### src/rtl/fifo_uart_tx_if.sv
`default_nettype none
// ---------------------------------------------------------------------------
// fifo_uart_tx_if
// FIFO read-port bundle between a sync FIFO and the UART transmitter.
// master = transmitter (issues reads), slave = FIFO (supplies data).
// Revision: 1.0
// ---------------------------------------------------------------------------
interface fifo_uart_tx_if #(
  parameter int DWIDTH = 8
);
  logic              fifo_empty;
  logic [DWIDTH-1:0] fifo_dout;
  logic              fifo_re;

  modport master (output fifo_re, input fifo_empty, input fifo_dout);
  modport slave  (input fifo_re, output fifo_empty, output fifo_dout);
endinterface
`default_nettype wire

### src/rtl/fifo_uart_tx.sv
`default_nettype none
// ---------------------------------------------------------------------------
// fifo_uart_tx
// Pops words from a sync FIFO (one-cycle registered read latency) and
// serialises them as start, data (LSB first), optional even parity, stop.
// Optional feature macro: UART_TX_PARITY_EN (adds a parity bit per frame).
// CLKS_PER_BIT must be >= 2.
// Revision: 1.0
// ---------------------------------------------------------------------------
module fifo_uart_tx #(
  parameter int DWIDTH       = 8,
  parameter int CLKS_PER_BIT = 16
) (
  input  wire logic           clk,
  input  wire logic           rst,
  input  wire logic           tx_en,
  fifo_uart_tx_if.master      fifo,
  output logic                txd,
  output logic                busy,
  output logic                frame_done
);

  localparam int BAUD_W = $clog2(CLKS_PER_BIT);
  localparam int BIT_W  = $clog2(DWIDTH + 1);

  localparam logic [2:0] S_IDLE   = 3'd0;
  localparam logic [2:0] S_FETCH  = 3'd1;
  localparam logic [2:0] S_LOAD   = 3'd2;
  localparam logic [2:0] S_START  = 3'd3;
  localparam logic [2:0] S_DATA   = 3'd4;
`ifdef UART_TX_PARITY_EN
  localparam logic [2:0] S_PARITY = 3'd5;
`endif
  localparam logic [2:0] S_STOP   = 3'd6;

  logic [2:0]        state_q, state_d;
  logic [BAUD_W-1:0] baud_q, baud_d;
  logic [BIT_W-1:0]  bit_q, bit_d;
  logic [DWIDTH-1:0] shift_q, shift_d;
  logic              txd_q, txd_d;
  logic              fifo_re_q, fifo_re_d;
`ifdef UART_TX_PARITY_EN
  logic              parity_q, parity_d;
`endif

  logic baud_last;
  assign baud_last = (baud_q == BAUD_W'(CLKS_PER_BIT - 1));

  // State, counters and registered outputs; reset parks the line high.
  always_ff @(posedge clk or posedge rst) begin
    if (rst) begin
      state_q   <= S_IDLE;
      baud_q    <= '0;
      bit_q     <= '0;
      shift_q   <= '0;
      txd_q     <= 1'b1;
      fifo_re_q <= 1'b0;
`ifdef UART_TX_PARITY_EN
      parity_q  <= 1'b0;
`endif
    end else begin
      state_q   <= state_d;
      baud_q    <= baud_d;
      bit_q     <= bit_d;
      shift_q   <= shift_d;
      txd_q     <= txd_d;
      fifo_re_q <= fifo_re_d;
`ifdef UART_TX_PARITY_EN
      parity_q  <= parity_d;
`endif
    end
  end

  // Next-state, baud/bit counting and data shifting.
  always_comb begin
    state_d  = state_q;
    baud_d   = baud_q;
    bit_d    = bit_q;
    shift_d  = shift_q;
`ifdef UART_TX_PARITY_EN
    parity_d = parity_q;
`endif
    case (state_q)
      S_IDLE: begin
        // tx_en only matters here, so dropping it mid-frame is harmless.
        if (tx_en && !fifo.fifo_empty) state_d = S_FETCH;
      end
      S_FETCH: state_d = S_LOAD;
      S_LOAD: begin
        // fifo_dout is valid now, one cycle after the read strobe.
        shift_d  = fifo.fifo_dout;
`ifdef UART_TX_PARITY_EN
        parity_d = ^fifo.fifo_dout;
`endif
        baud_d   = '0;
        bit_d    = '0;
        state_d  = S_START;
      end
      S_START: begin
        if (baud_last) begin
          baud_d  = '0;
          state_d = S_DATA;
        end else begin
          baud_d = baud_q + BAUD_W'(1);
        end
      end
      S_DATA: begin
        if (baud_last) begin
          baud_d  = '0;
          shift_d = shift_q >> 1;
          if (bit_q == BIT_W'(DWIDTH - 1)) begin
            bit_d   = '0;
`ifdef UART_TX_PARITY_EN
            state_d = S_PARITY;
`else
            state_d = S_STOP;
`endif
          end else begin
            bit_d = bit_q + BIT_W'(1);
          end
        end else begin
          baud_d = baud_q + BAUD_W'(1);
        end
      end
`ifdef UART_TX_PARITY_EN
      S_PARITY: begin
        if (baud_last) begin
          baud_d  = '0;
          state_d = S_STOP;
        end else begin
          baud_d = baud_q + BAUD_W'(1);
        end
      end
`endif
      S_STOP: begin
        if (baud_last) begin
          baud_d  = '0;
          state_d = S_IDLE;
        end else begin
          baud_d = baud_q + BAUD_W'(1);
        end
      end
      default: state_d = S_IDLE;
    endcase
  end

  // Outputs: txd/fifo_re are precomputed from the next state so the flops
  // present the value belonging to the state they enter.
  always_comb begin
    fifo_re_d = (state_d == S_FETCH);
    case (state_d)
      S_START:  txd_d = 1'b0;
      S_DATA:   txd_d = shift_d[0];
`ifdef UART_TX_PARITY_EN
      S_PARITY: txd_d = parity_d;
`endif
      default:  txd_d = 1'b1;
    endcase
    busy       = (state_q != S_IDLE);
    frame_done = (state_q == S_STOP) && baud_last;
  end

  assign txd          = txd_q;
  assign fifo.fifo_re = fifo_re_q;

endmodule
`default_nettype wire

### src/flat_wrapper.sv
// flat-port wrapper written by rule: the top's interface ports become plain ports
module fifo_uart_tx_flat 
#(
  parameter int DWIDTH       = 8,
  parameter int CLKS_PER_BIT = 16
)
  (clk, rst, tx_en, txd, busy, frame_done, fifo_fifo_re, fifo_fifo_empty, fifo_fifo_dout);
  fifo_uart_tx_if #(.DWIDTH(DWIDTH)) fifo_i ();
  input  wire logic clk;
  input  wire logic rst;
  input  wire logic tx_en;
  output logic txd;
  output logic busy;
  output logic frame_done;
  output wire logic [$bits(fifo_i.fifo_re)-1:0] fifo_fifo_re;
  input wire logic [$bits(fifo_i.fifo_empty)-1:0] fifo_fifo_empty;
  input wire logic [$bits(fifo_i.fifo_dout)-1:0] fifo_fifo_dout;
  assign fifo_fifo_re = fifo_i.fifo_re;
  assign fifo_i.fifo_empty = fifo_fifo_empty;
  assign fifo_i.fifo_dout = fifo_fifo_dout;
  fifo_uart_tx #(.DWIDTH(DWIDTH), .CLKS_PER_BIT(CLKS_PER_BIT)) u_core (.clk(clk), .rst(rst), .tx_en(tx_en), .fifo(fifo_i), .txd(txd), .busy(busy), .frame_done(frame_done));
endmodule
### config.mk
export PLATFORM = sky130hd
export DESIGN_NAME = fifo_uart_tx_flat
export DESIGN_NICKNAME = d
export VERILOG_FILES = /design/src/rtl/fifo_uart_tx_if.sv /design/src/rtl/fifo_uart_tx.sv /design/src/flat_wrapper.sv
export SDC_FILE = /design/constraint.sdc
export NUM_CORES = 1
export LEC_CHECK = 0
export CAP_MARGIN = 30
export CORE_UTILIZATION = 57
export CTS_BUF_LIST = sky130_fd_sc_hd__clkbuf_16
export CTS_CLUSTER_SIZE = 8
export DETAILED_ROUTE_END_ITERATION = 10
export PLACE_DENSITY = 0.87
export SLEW_MARGIN = 20
export SYNTH_ARGS = -nofsm -noshare
export SYNTH_HDL_FRONTEND = slang
export SYNTH_SLANG_ARGS = --single-unit
### constraint.sdc
create_clock -name clk -period 4.7 [get_ports clk]
set_clock_uncertainty 0.2 [all_clocks]
set_input_delay 0.705 -clock clk [delete_from_list [all_inputs] [get_ports clk]]
set_output_delay 0.705 -clock clk [all_outputs]
set_load 0.005 [all_outputs]
## Word level (Yosys, flattened, before mapping)

Cells that the tools add are included.

| storage, ports and cells | value |
|---|---|
| memory bits (read-only) | 0 |
| latch bits | 0 |
| word-level logic and storage cells | 43 |
| output and inout bits | 4 |
| input bits | 12 |
| memories kept | 0 |
| register bits | 21 |
| memory bits (writable) | 0 |

| cells by class | value |
|---|---|
| muxes and demuxes | 14 |
| bitwise operators | 0 |
| $mul | 0 |
| shift operators | 0 |
| equal/unequal tests | 11 |
| $lt $le $gt $ge | 0 |
| divide/modulo/power cells | 0 |
| reduce and logical (&&, ||, !) cells | 9 |
| add/sub/neg operators | 2 |

Operators with widths:

| cell | number |
|---|---|
| $pmux 3 s6 | 1 |
| $pmux 4 s2 | 2 |
| $pmux 8 s2 | 1 |
| $mux 3 | 5 |
| $mux 4 | 3 |
| $eq 3x2->1 const B | 3 |
| $eq 3x3->1 const B | 3 |
| $add 4x1->4 const B | 2 |
| $mux 8 | 1 |
| $eq 3x1->1 const B | 2 |
| $eq 4x3->1 const B | 1 |
| $eq 4x4->1 const B | 1 |
| $reduce_bool 2->1 | 2 |
| $logic_not 3->1 | 1 |
| $reduce_bool 3->1 | 1 |
| $reduce_or 3->1 | 1 |
| $logic_and 1x1->1 | 2 |
| $ne 2x1->1 const B | 1 |
| $pmux 1 s2 | 1 |
| $reduce_and 2->1 | 1 |
| $logic_not 1->1 | 1 |

## Longest topological paths before layout

| depth | value |
|---|---|
| word-level depth | 6 |
| mapped depth | 6 |

## Least setup slack after synthesis

No wires, ideal clock.

| timing | value |
|---|---|
| path kind | flip-flop to output port |
| start point | register u_core.baud_q[0] |
| end point | output port frame_done |
| arrival | 1.134 ns |
| stages on the path, launching flop included | 5 |
| required time | 3.795 ns |
| setup slack | 2.661 ns |
| path through | dfrtp_1 ha_1 and3_1 buf_2 and3_1 |

| on the way | value |
|---|---|
| longest elaborated chain between the ends | 2 |

Ends and longest elaborated chain:

| what | RTL line | text |
|---|---|---|
| start, declared | fifo_uart_tx.sv:37 | `logic [BAUD_W-1:0] baud_q, baud_d;` |
| start signal, assigned | fifo_uart_tx.sv:63 | `baud_q <= baud_d;` |
| $eq 4x4->1 | fifo_uart_tx.sv:47 | `assign baud_last = (baud_q == BAUD_W'(CLKS_PER_BIT - 1));` |
| $logic_and 1x1->1 | fifo_uart_tx.sv:160 | `frame_done = (state_q == S_STOP) && baud_last;` |
| end, declared | flat_wrapper.sv:14 | `output logic frame_done;` |

Every way passes these cells.

## Final worst setup path

Ends and elaborated chain as after synthesis.

==> results_dict.tcl <==
set metrics [dict create \
    status "finished, final reports clean" \
    warnings_from_yosys 0 \
    rsz0062_at_grt "no" \
    crit_path_max_incr_delay_ns 0.49 \
    footprint_of_the_flip_flops_and_latches_um2 527 \
    fin_crit_period_ns 2.89 \
    crit_required_ns 3.80 \
    syn2layout_area_growth_pct 19.5 \
    reg2reg_from "u_core.state_q[1]" \
    globalRouteTotalUtil_pct 24.7 \
    avgViaCountPerCell 6.19 \
    vias 959 \
    grt_max_degree 22 \
    std_cell_rows 15 \
    syn-mean-instance-area_um2 9.79 \
    grt_pass1_wl_um 3750 \
    drive_gt1_share_pct 8.46 \
    drt_drc_violations_left 0 \
    detailed_place_hpwl_um 1620 \
    critical_path.most_common_cell "sky130_fd_sc_hd__and3_1" \
    count_of_endpoints_failing_setup_in_the_final_report 0 \
    finish.net_count 145 \
    fin_crit_sh_pct 61.6 \
    gp_congestion 0.888 \
    synth.cell_area_um2 1140 \
    fp.dieArea_um2 2190 \
    final_cell_area_um2 1370 \
    worst_ep_arrival_time_ns 1.99 \
    drt-initial-drc-count 30 \
    async_reset_ff_share_pct 100 \
    final_hold_viol_count 0 \
    ant_nets 0 \
    cts_hold_buf 0 \
    worst-path-max-fanout 8 \
    slew_viol_final 0 \
    headroom_to_the_max_slew_limit_pct 48.6 \
    routedWlPerCell_um 15.4 \
    yosys_register_bits 21 \
    vias_in_the_first_global_route 823 \
    tns_ns 0 \
    clock_tree_from_tritoncts "built" \
    floorplan.initialDensity_pct 63.5 \
    final.fill_count 121 \
    detail_route.first_pass.iterations 4 \
    cts_setup_buffers 0 \
    post_cts.resized_instances 0 \
    worst_hold_path_type "flop to flop" \
    number_of_cts_inserted_buffers 3 \
    clk_latency_ns 0.25 \
    postSynthCellCount 117 \
    ys.flop_type "sky130_fd_sc_hd__dfrtp_1" \
    netlist.area_leader.share_pct 43.7 \
    htree_num_levels 1 \
    placed_area_um2 1290 \
    cp-start-kind "flop" \
    clock_path_buffers 2 \
    crit_slowest_cell "sky130_fd_sc_hd__clkdlybuf4s50_1" \
    synthDominantAreaCellType "sky130_fd_sc_hd__dfrtp_1" \
    worst_pin_slew_ns 0.767 \
    synth_cell_type_count 40 \
    core_area_um2 1800 \
    clk_root_buffer_cell "sky130_fd_sc_hd__clkbuf_16" \
    fmax_mhz 346 \
    synth.net_count 131 \
    synthTopCellsByArea "sky130_fd_sc_hd__dfrtp_1, sky130_fd_sc_hd__nand2_1, sky130_fd_sc_hd__a22oi_1, sky130_fd_sc_hd__o21ai_0, sky130_fd_sc_hd__a22o_1" \
    setup.worst_path.start "u_core.baud_q[0]" \
    cts_num_sinks 21 \
    io_buffer_count 15 \
    vdd.ir_drop.worst_uv 225 \
    setup.worst_path.end_class "output port" \
    p_total_uw 383 \
    critPathKind "flop to output port" \
    fp.dieW_um 46.8 \
    io_pins 16 \
    clk_transition_reported_paths_ns 0.06 \
    area_taken_by_multi_input_logic_gates_um2 568 \
    die_height_um 46.8 \
    synth_edf_count 0 \
    cap_viol_max_count 0 \
    drt-total-wl_um 2390 \
    antenna_found_initial 0 \
    power.static_leakage_uw 0.000583 \
    crit_chain "ha_1 > and3_1 > and3_1 > clkdlybuf4s50_1" \
    overflow 0 \
    synth-seq-area-share_pct 46.0 \
    power_per_cell_area_nw_per_um2 280 \
    n_antenna_cell 0 \
    worst_hold_launch "u_core.shift_q[2]" \
    netlist_top_cells_count "sky130_fd_sc_hd__dfrtp_1, sky130_fd_sc_hd__nand2_1, sky130_fd_sc_hd__o21ai_0" \
]
-- worst paths after layout --
check / end / slack [ns] / cells after the start
setup / recovery: frame_done / 1.81 / 4
hold / removal: u_core.shift_q[2] / 0.27 / 2
setup reg to reg: u_core.bit_q[3] / 2.53 / 4
hold reg to reg: u_core.shift_q[2] / 0.27 / 2
max in group asynchronous: u_core.baud_q[0] / 3.11 / 2
min in group asynchronous: u_core.bit_q[3] / 0.71 / 2
-- registers in the layout, indices dropped and copies added, names as in the netlist --
name,count
u_core.baud_q,4
u_core.bit_q,4
u_core.txd,1
u_core.shift_q,8
u_core.state_q,3
u_core.fifo.fifo_re,1
-- kinds of logic (layout without fill, tap and decap cells) --
logic type      count (synthesis)  count (layout)  synth area share, %
mux                             1               1                0.874
buf+inv                         9              22                 4.37
flops                          21              21                 46.0
compound gates                 40              40                 25.9
simple gates                   44              44                 20.7
fa+ha+maj                       2               2                 2.19
-- placed cells by master, fill, tap and decap left out, types with 2 or more instances in the layout --
cell                              synthesis  final
sky130_fd_sc_hd__inv_1                    3      3
sky130_fd_sc_hd__ha_1                     2      2
sky130_fd_sc_hd__a21oi_1                  5      5
sky130_fd_sc_hd__clkbuf_16                0      3
sky130_fd_sc_hd__a21o_1                   2      2
sky130_fd_sc_hd__nor3b_2                  2      2
sky130_fd_sc_hd__a22oi_1                  8      8
sky130_fd_sc_hd__o21ai_0                  9      9
sky130_fd_sc_hd__nor2_1                   4      4
sky130_fd_sc_hd__clkdlybuf4s50_1          0     15
sky130_fd_sc_hd__dfrtp_1                 20     20
sky130_fd_sc_hd__nand2_1                 20     20
sky130_fd_sc_hd__nor2b_1                  4      4
sky130_fd_sc_hd__a22o_1                   4      4
sky130_fd_sc_hd__and3_1                   2      2
sky130_fd_sc_hd__nand3_1                  4      4
-- cell type report --
cell class,instances,area share [%]
tap,25,2.29
clock inverter,1,0.366
inverter,3,0.823
sequential,21,38.5
multi-input combinational,87,41.5
timing repair buffer,15,11.0
clock buffer,3,5.49
-- per-stage QoR --
step,worst slack (ns),hold slack [ns],util (%),cells
finish,1.81,0.274,75.9,155
global route,1.73,0.301,75.9,155
CTS,1.82,0.277,75.9,155
detailed placement,2.10,0.265,71.5,151
global placement,2.17,0.250,71.5,151
floorplan,2.66,0.239,-,117
-- power by group --
group,total (uW),leakage (uW),internal (uW),switching (uW)
logic,19.1,0.000296,11.7,7.42
clock network,178,0.0000409,114,63.5
registers,186,0.000246,185,1.75
-- worst max-delay path: cells and delay by family, from the launching register on --
kind,cells,cell delay (ns)
DFF,1,0.38
buffers and inverters,1,0.49
adders and majority gates,1,0.26
and+or+nand+nor,2,0.61
-- layer usage --
| metal | global-route usage [%] | vias up | share of wire (%) |
|---|---|---|---|
| met3 | 4.23 | 8 | 5.2 |
| li1 | - | 458 | - |
| met4 | 12.0 | 0 | 3.1 |
| met2 | 36.9 | 36 | 47 |
| met1 | 35.0 | 457 | 45 |
| met5 | 0 | - | 0 |
No activity file was read; power rests on OpenSTA's default activity.
